--- src/rtl/rgb_stream_packer_pkg.sv ---
// rgb_pack_pkg
// Shared types and constants for the RGB stream packer family:
//   mode_e  - per-packet packing mode (PAD / DENSE)
//   state_e - packer control state (RUN / FLUSH)
//   KEEP_*  - per-lane keep masks for full and partial output words
package rgb_pack_pkg;

  typedef enum logic {
    MODE_PAD   = 1'b0,
    MODE_DENSE = 1'b1
  } mode_e;

  typedef enum logic {
    ST_RUN   = 1'b0,
    ST_FLUSH = 1'b1
  } state_e;

  localparam logic [3:0] KEEP_FULL = 4'b1111;
  localparam logic [3:0] KEEP_3    = 4'b0111;
  localparam logic [3:0] KEEP_2    = 4'b0011;
  localparam logic [3:0] KEEP_1    = 4'b0001;

endpackage

--- src/rtl/rgb_stream_packer_outreg.sv ---
// rgb_pack_outreg
// Single-entry registered output stage for valid/ready streams.
// Ports:
//   i_clk, i_rstn          clock, asynchronous active-low reset
//   i_load                 load i_data/i_keep/i_last (honoured only when o_free)
//   i_data, i_keep, i_last word presented for loading
//   i_ready                downstream ready
//   o_valid, o_data,
//   o_keep, o_last         registered output word
//   o_free                 register can accept a new word this cycle
module rgb_pack_outreg #(
  parameter int W = 32
) (
  input  logic         i_clk,
  input  logic         i_rstn,
  input  logic         i_load,
  input  logic [W-1:0] i_data,
  input  logic [3:0]   i_keep,
  input  logic         i_last,
  input  logic         i_ready,
  output logic         o_valid,
  output logic [W-1:0] o_data,
  output logic [3:0]   o_keep,
  output logic         o_last,
  output logic         o_free
);

  logic         r_valid;
  logic [W-1:0] r_data;
  logic [3:0]   r_keep;
  logic         r_last;

  // Free when empty or when the held word leaves this cycle, so a new word
  // can replace a departing one without a bubble.
  assign o_free = !r_valid || i_ready;

  always_ff @(posedge i_clk or negedge i_rstn) begin
    if (!i_rstn) begin
      r_valid <= 1'b0;
      r_data  <= '0;
      r_keep  <= '0;
      r_last  <= 1'b0;
    end else if (i_load && o_free) begin
      r_valid <= 1'b1;
      r_data  <= i_data;
      r_keep  <= i_keep;
      r_last  <= i_last;
    end else if (i_ready) begin
      r_valid <= 1'b0;
    end
  end

  assign o_valid = r_valid;
  assign o_data  = r_data;
  assign o_keep  = r_keep;
  assign o_last  = r_last;

endmodule

--- src/rtl/rgb_stream_packer.sv ---
// rgb_stream_packer
// Packs a stream of 3*CW-bit RGB pixels into 4*CW-bit words, either padding
// each pixel with ALPHA (PAD) or densely packing 4 pixels into 3 words (DENSE).
// Ports:
//   clk_i, rstn_i          clock, asynchronous active-low reset
//   mode_i                 0=PAD, 1=DENSE, sampled on the first beat of a packet
//   in_valid_i/in_ready_o  input pixel handshake
//   in_data_i, in_last_i   pixel {R,G,B} (B in low lane), end of packet
//   out_valid_o/out_ready_i output word handshake
//   out_data_o, out_keep_o, out_last_o  packed word, lane mask, end of packet
module rgb_stream_packer
  import rgb_pack_pkg::*;
#(
  parameter int            CW    = 8,
  parameter logic [CW-1:0] ALPHA = {CW{1'b1}}
) (
  input  logic          clk_i,
  input  logic          rstn_i,
  input  logic          mode_i,
  input  logic          in_valid_i,
  output logic          in_ready_o,
  input  logic [3*CW-1:0] in_data_i,
  input  logic          in_last_i,
  output logic          out_valid_o,
  input  logic          out_ready_i,
  output logic [4*CW-1:0] out_data_o,
  output logic [3:0]    out_keep_o,
  output logic          out_last_o
);

  state_e           r_state, w_state_next;
  mode_e            r_mode, w_mode_next, w_mode;
  logic             r_sop, w_sop_next;
  logic [1:0]       r_phase, w_phase_next;
  // Residual components, always right-aligned with unused upper lanes zero so
  // it can be emitted directly as a partial word.
  logic [3*CW-1:0]  r_res, w_res_next;

  logic             w_free;
  logic             w_acc;
  logic             w_load;
  logic [4*CW-1:0]  w_word;
  logic [3:0]       w_keep;
  logic             w_last;
  logic [CW-1:0]    w_c0, w_c1, w_c2;

  assign w_c0 = in_data_i[0*CW +: CW];
  assign w_c1 = in_data_i[1*CW +: CW];
  assign w_c2 = in_data_i[2*CW +: CW];

  assign in_ready_o = (r_state == ST_RUN) && w_free;
  assign w_acc      = in_valid_i && in_ready_o;
  // First beat of a packet uses the live mode input, later beats the latched one.
  assign w_mode     = r_sop ? mode_e'(mode_i) : r_mode;

  always_ff @(posedge clk_i or negedge rstn_i) begin
    if (!rstn_i) begin
      r_state <= ST_RUN;
      r_mode  <= MODE_PAD;
      r_sop   <= 1'b1;
      r_phase <= 2'd0;
      r_res   <= '0;
    end else begin
      r_state <= w_state_next;
      r_mode  <= w_mode_next;
      r_sop   <= w_sop_next;
      r_phase <= w_phase_next;
      r_res   <= w_res_next;
    end
  end

  always_comb begin
    w_state_next = r_state;
    w_mode_next  = r_mode;
    w_sop_next   = r_sop;
    w_phase_next = r_phase;
    w_res_next   = r_res;
    w_load       = 1'b0;
    w_word       = '0;
    w_keep       = '0;
    w_last       = 1'b0;

    if (r_state == ST_FLUSH) begin
      // Phase 2 here means 2 components left over, phase 3 means 1.
      if (w_free) begin
        w_load       = 1'b1;
        w_word       = {{CW{1'b0}}, r_res};
        w_keep       = (r_phase == 2'd2) ? KEEP_2 : KEEP_1;
        w_last       = 1'b1;
        w_state_next = ST_RUN;
        w_phase_next = 2'd0;
        w_res_next   = '0;
      end
    end else if (w_acc) begin
      w_sop_next  = in_last_i;
      w_mode_next = w_mode;
      if (w_mode == MODE_PAD) begin
        w_load = 1'b1;
        w_word = {ALPHA, in_data_i};
        w_keep = KEEP_FULL;
        w_last = in_last_i;
      end else begin
        w_phase_next = r_phase + 2'd1;
        case (r_phase)
          2'd0: begin
            if (in_last_i) begin
              w_load       = 1'b1;
              w_word       = {{CW{1'b0}}, in_data_i};
              w_keep       = KEEP_3;
              w_last       = 1'b1;
              w_phase_next = 2'd0;
              w_res_next   = '0;
            end else begin
              w_res_next = in_data_i;
            end
          end
          2'd1: begin
            w_load     = 1'b1;
            w_word     = {w_c0, r_res};
            w_keep     = KEEP_FULL;
            w_res_next = {{CW{1'b0}}, w_c2, w_c1};
            if (in_last_i) w_state_next = ST_FLUSH;
          end
          2'd2: begin
            w_load     = 1'b1;
            w_word     = {w_c1, w_c0, r_res[2*CW-1:0]};
            w_keep     = KEEP_FULL;
            w_res_next = {{(2*CW){1'b0}}, w_c2};
            if (in_last_i) w_state_next = ST_FLUSH;
          end
          default: begin
            w_load       = 1'b1;
            w_word       = {w_c2, w_c1, w_c0, r_res[CW-1:0]};
            w_keep       = KEEP_FULL;
            w_last       = in_last_i;
            w_res_next   = '0;
            w_phase_next = 2'd0;
          end
        endcase
      end
    end
  end

  rgb_pack_outreg #(.W(4*CW)) u_outreg (
    .i_clk   (clk_i),
    .i_rstn  (rstn_i),
    .i_load  (w_load),
    .i_data  (w_word),
    .i_keep  (w_keep),
    .i_last  (w_last),
    .i_ready (out_ready_i),
    .o_valid (out_valid_o),
    .o_data  (out_data_o),
    .o_keep  (out_keep_o),
    .o_last  (out_last_o),
    .o_free  (w_free)
  );

endmodule

--- config.mk ---
export PLATFORM = sky130hd
export DESIGN_NAME = rgb_stream_packer
export DESIGN_NICKNAME = d
export VERILOG_FILES = /design/src/rtl/rgb_stream_packer_pkg.sv /design/src/rtl/rgb_stream_packer_outreg.sv /design/src/rtl/rgb_stream_packer.sv
export SDC_FILE = /design/constraint.sdc
export NUM_CORES = 1
export LEC_CHECK = 0
export CAP_MARGIN = 20
export CORE_MARGIN = 8
export CORE_UTILIZATION = 49
export DETAILED_ROUTE_END_ITERATION = 10
export PLACE_DENSITY = 0.81
export REMOVE_ABC_BUFFERS = 1
export SETUP_SLACK_MARGIN = 0.15
export SLEW_MARGIN = 20
export SYNTH_ARGS = -nofsm -noshare
export SYNTH_HDL_FRONTEND = slang
export SYNTH_HIERARCHICAL = 1
export SYNTH_SLANG_ARGS = --single-unit
--- constraint.sdc ---
create_clock -name clk_i -period 2 [get_ports clk_i]
set_input_delay 0.6 -clock clk_i [delete_from_list [all_inputs] [get_ports clk_i]]
set_output_delay 0.6 -clock clk_i [all_outputs]
set_load 0.05 [all_outputs]
==> impl_metrics.ini <==
[floorplanning]
start_util_pct = 50.3
core_area_sq_um = 8130
std_cell_rows = 33
ioPinCount = 69
die_w_um = 107
dieArea_sq_um = 11500
die_h_um = 107

[yosys]
ys_warn_count = 6
syn_area_per_cell_sq_um = 11.3
async_reset_ff_share_pct = 100
syn_inst = 363
ys_seq_area_share_pct = 41.0
syn_area_sq_um = 4090
ys_ff_latch = 67
synth_cell_type_count = 50
synth_edf_count = 0
synth-main-ff-cell = dfrtp_1

[cts]
postCtsHoldBufs = 0
htree_levels = 3
cts_sinks = 67
cts_made_buffers = 9
cts_tree = done
cts_max_path_buffers = 2
clkTransAtPathRegs_ps = 70
cts_root_buffer = clkbuf_8
clk_latency_ps = 360

[sta]
fmax_mhz = 501
setup_tns_ps = 0
setup_viol = 0
relSlewSlack_pct = 66.1
fin_skew_ps = 9.54
fin_crit_ps = 1990
setup_ws_ps = 5.29
drv_slew = 0
worstMarginPinSlew_ps = 496
rsz0062_at_grt = true
finalHoldViolCount = 0
timing.final.crit_share_pct = 99.7

[layout]
ff_latch_area_sq_um = 1680
antenna_cells = 0
final_cell_area_sq_um = 5750
final_nets = 532
syn_to_final_growth_pct = 40.6
stdcell_count = 608
multi_input_area_sq_um = 2260
fill_cells = 568
layout-drive-gt1-share_pct = 48.1

[critical_path]
arrival_ps = 2240
r2r_slack_ps = 5
setup.worst_path.start_class = flip-flop
cpPeakStageDelay_ps = 400
critPathKind = flip-flop to flip-flop
endpoint_kind = flip-flop
critPathSlowestCell = dfrtp_1
regToRegEndpoint = u_outreg/o_data[22]
r2r-start = r_phase[0]
path_max_fanout = 8
required_ps = 2250
crit_top_cell = buf_6
reg2regPathDepth = 7
crit_chain = buf_6, ha_4, and3b_1, o21ba_4, buf_6, a221o_2, mux2_4

[placed_design]
hpwl_mm = 9.05
port_buffers = 68
placed_area_sq_um = 5220
dp.cells = 574
dp_slack_ps = -475
place.gp.congestion = 0.938

[pwr]
power_frac_comb_pct = 61.9
pwr-share-clk_pct = 12.3
peakVddDrop_uv = 872
leakage_nw = 2.68
power_switching_mw = 4.29
swShare_pct = 45.4
power_frac_seq_pct = 25.8
pwr_density_cell_nw_per_um2 = 1640
p_int_mw = 5.16

[grt]
grt_max_degree = 68
antenna_found_initial = 0
gr-total-overflow = 0
grt_pass1_wl_mm = 21.6
grt_usage_pct = 23.8
grt_pass1_vias = 4072

[drt]
firstDrtPassIters = 9
routed_wl_mm = 13.7
drtIter0Drc = 349
wl_per_cell_um = 22.5
vias_per_cell = 6.44
vias = 3917
drtAntennaViolNets = 0
drc_errors = 0

[worst_hold_path]
hold_path.class = primary input to asynchronous set/reset pin

[status]
status = finished clean

[flow_run]
maxCapViolCount = 0
synth_stat cells, drive strengths merged, types with 2 or more instances:
cell / n / area [sq um]
clkbuf: 14 / 52.6
o21a: 2 / 15.0
nand3: 2 / 10.0
mux2: 47 / 642
dfrtp: 66 / 1650
o21ai: 11 / 58.8
buf: 23 / 179
a221o: 9 / 100
a22o: 24 / 220
a21oi: 4 / 20.0
inv: 12 / 45.0
a222oi: 8 / 80.1
nand2: 36 / 143
a31oi: 16 / 115
and2: 9 / 56.3
o31ai: 9 / 72.6
o211ai: 24 / 180
or2: 2 / 12.5
a221oi: 8 / 70.1
o2111ai: 8 / 70.1
ha: 4 / 50.1
a2111oi: 8 / 70.1
state kept, by name, indices dropped and copies added (netlist names):
signal            count
u_outreg/o_data      32
r_res                24
u_outreg/o_keep       4
r_phase               2
r_mode                1
r_sop                 1
r_state               1
u_outreg/o_last       1
u_outreg/o_valid      1
logic make-up (layout without fill, tap and decap cells):
| family | Yosys count | after routing | share of synthesized area, % |
|---|---|---|---|
| AOI/OAI and AO/OA | 136 | 136 | 27.2 |
| DFF | 67 | 67 | 41.0 |
| and+or+nand+nor | 59 | 59 | 7.68 |
| buffers and inverters | 49 | 189 | 6.76 |
| muxes | 48 | 48 | 16.0 |
| adders and majority gates | 4 | 4 | 1.22 |
routing by layer:
layer | routed length [um] | vias to the layer above | GRT usage (%)
li1 | - | 1685 | -
met1 | 5290 | 1959 | 28.7
met2 | 6660 | 225 | 39.9
met3 | 1280 | 48 | 5.63
met4 | 454 | 0 | 9.61
met5 | 0 | - | 0
per-stage QoR:
step	total power [mW]	util (%)	hold slack, ps
global route	9.88	70.6	275
global placement	7.58	64.1	493
detailed placement	7.72	64.1	497
finish	9.44	70.6	251
floorplan	5.70	-	304
CTS	9.20	69.1	262
power by group through the flow:
stage / registers (mW) / clock network [mW] / logic, mW
after floorplan: 3.55 / 0 / 2.15
after detailed placement: 2.41 / 0 / 5.31
after global routing: 2.51 / 1.24 / 6.13
after global placement: 2.38 / 0 / 5.20
final: 2.44 / 1.16 / 5.85
after CTS: 2.42 / 1.17 / 5.61
area by class of cell:
type	instances	share of cell area [%]
flip-flops and latches	67	29.2
clock inverters	5	0.915
well taps	105	2.29
multi-input cells	247	39.4
inverters	12	0.784
repair buffers	161	24.9
clock buffers	11	2.46
critical path, delay by kind of cell (launching register included):
family | cells | cell delay, ps
AOI/OAI and AO/OA | 2 | 560
adders and majority gates | 1 | 170
buffers and inverters | 2 | 260
DFF | 1 | 400
muxes | 1 | 260
and+or+nand+nor | 1 | 210
how the worst max path moves through the flow:
stage / start / endpoint / slack [ps] / cells past startpoint
6_report: r_phase[0] / u_outreg/o_data[22] / 5 / 7
5_1_grt: r_sop / u_outreg/o_data[19] / -20 / 5
4_1_cts: r_state / in_ready_o / 30 / 4
3_5_place_dp: in_last_i / u_outreg/o_data[18] / -470 / 7
3_3_place_gp: mode_i / r_res[15] / -410 / 5
2_1_floorplan: u_outreg/o_valid / u_outreg/o_data[10] / -790 / 5
cells in the final DEF, fill, tap and decap left out, types with 2 or more instances in the layout:
cell / n
clkbuf_8: 10
o2111ai_1: 8
a2111oi_0: 5
nand3_1: 2
inv_2: 2
ha_2: 2
a221oi_2: 5
buf_4: 114
a22o_2: 8
o21a_1: 2
a221oi_1: 3
a22o_1: 15
a31oi_1: 14
a21oi_1: 4
dlygate4sd2_1: 2
a2111oi_1: 3
o211ai_1: 24
buf_6: 9
dfrtp_1: 64
o21ai_0: 9
buf_12: 7
ha_4: 2
clkdlybuf4s50_1: 24
o31ai_1: 8
a221o_2: 8
inv_1: 10
mux2_2: 16
dfrtp_2: 2
clkinv_2: 3
and2_1: 9
a222oi_1: 8
nand2_1: 35
mux2_4: 31
repair_timing:
action | CTS | global route
pin swaps | 4 | 5
setup buffers | 10 | 6
endpoints found under the setup margin | 48 | 48
cloned | 1 | 1
resized for setup | 32 | 17
No activity file was read; power rests on OpenSTA's default activity.
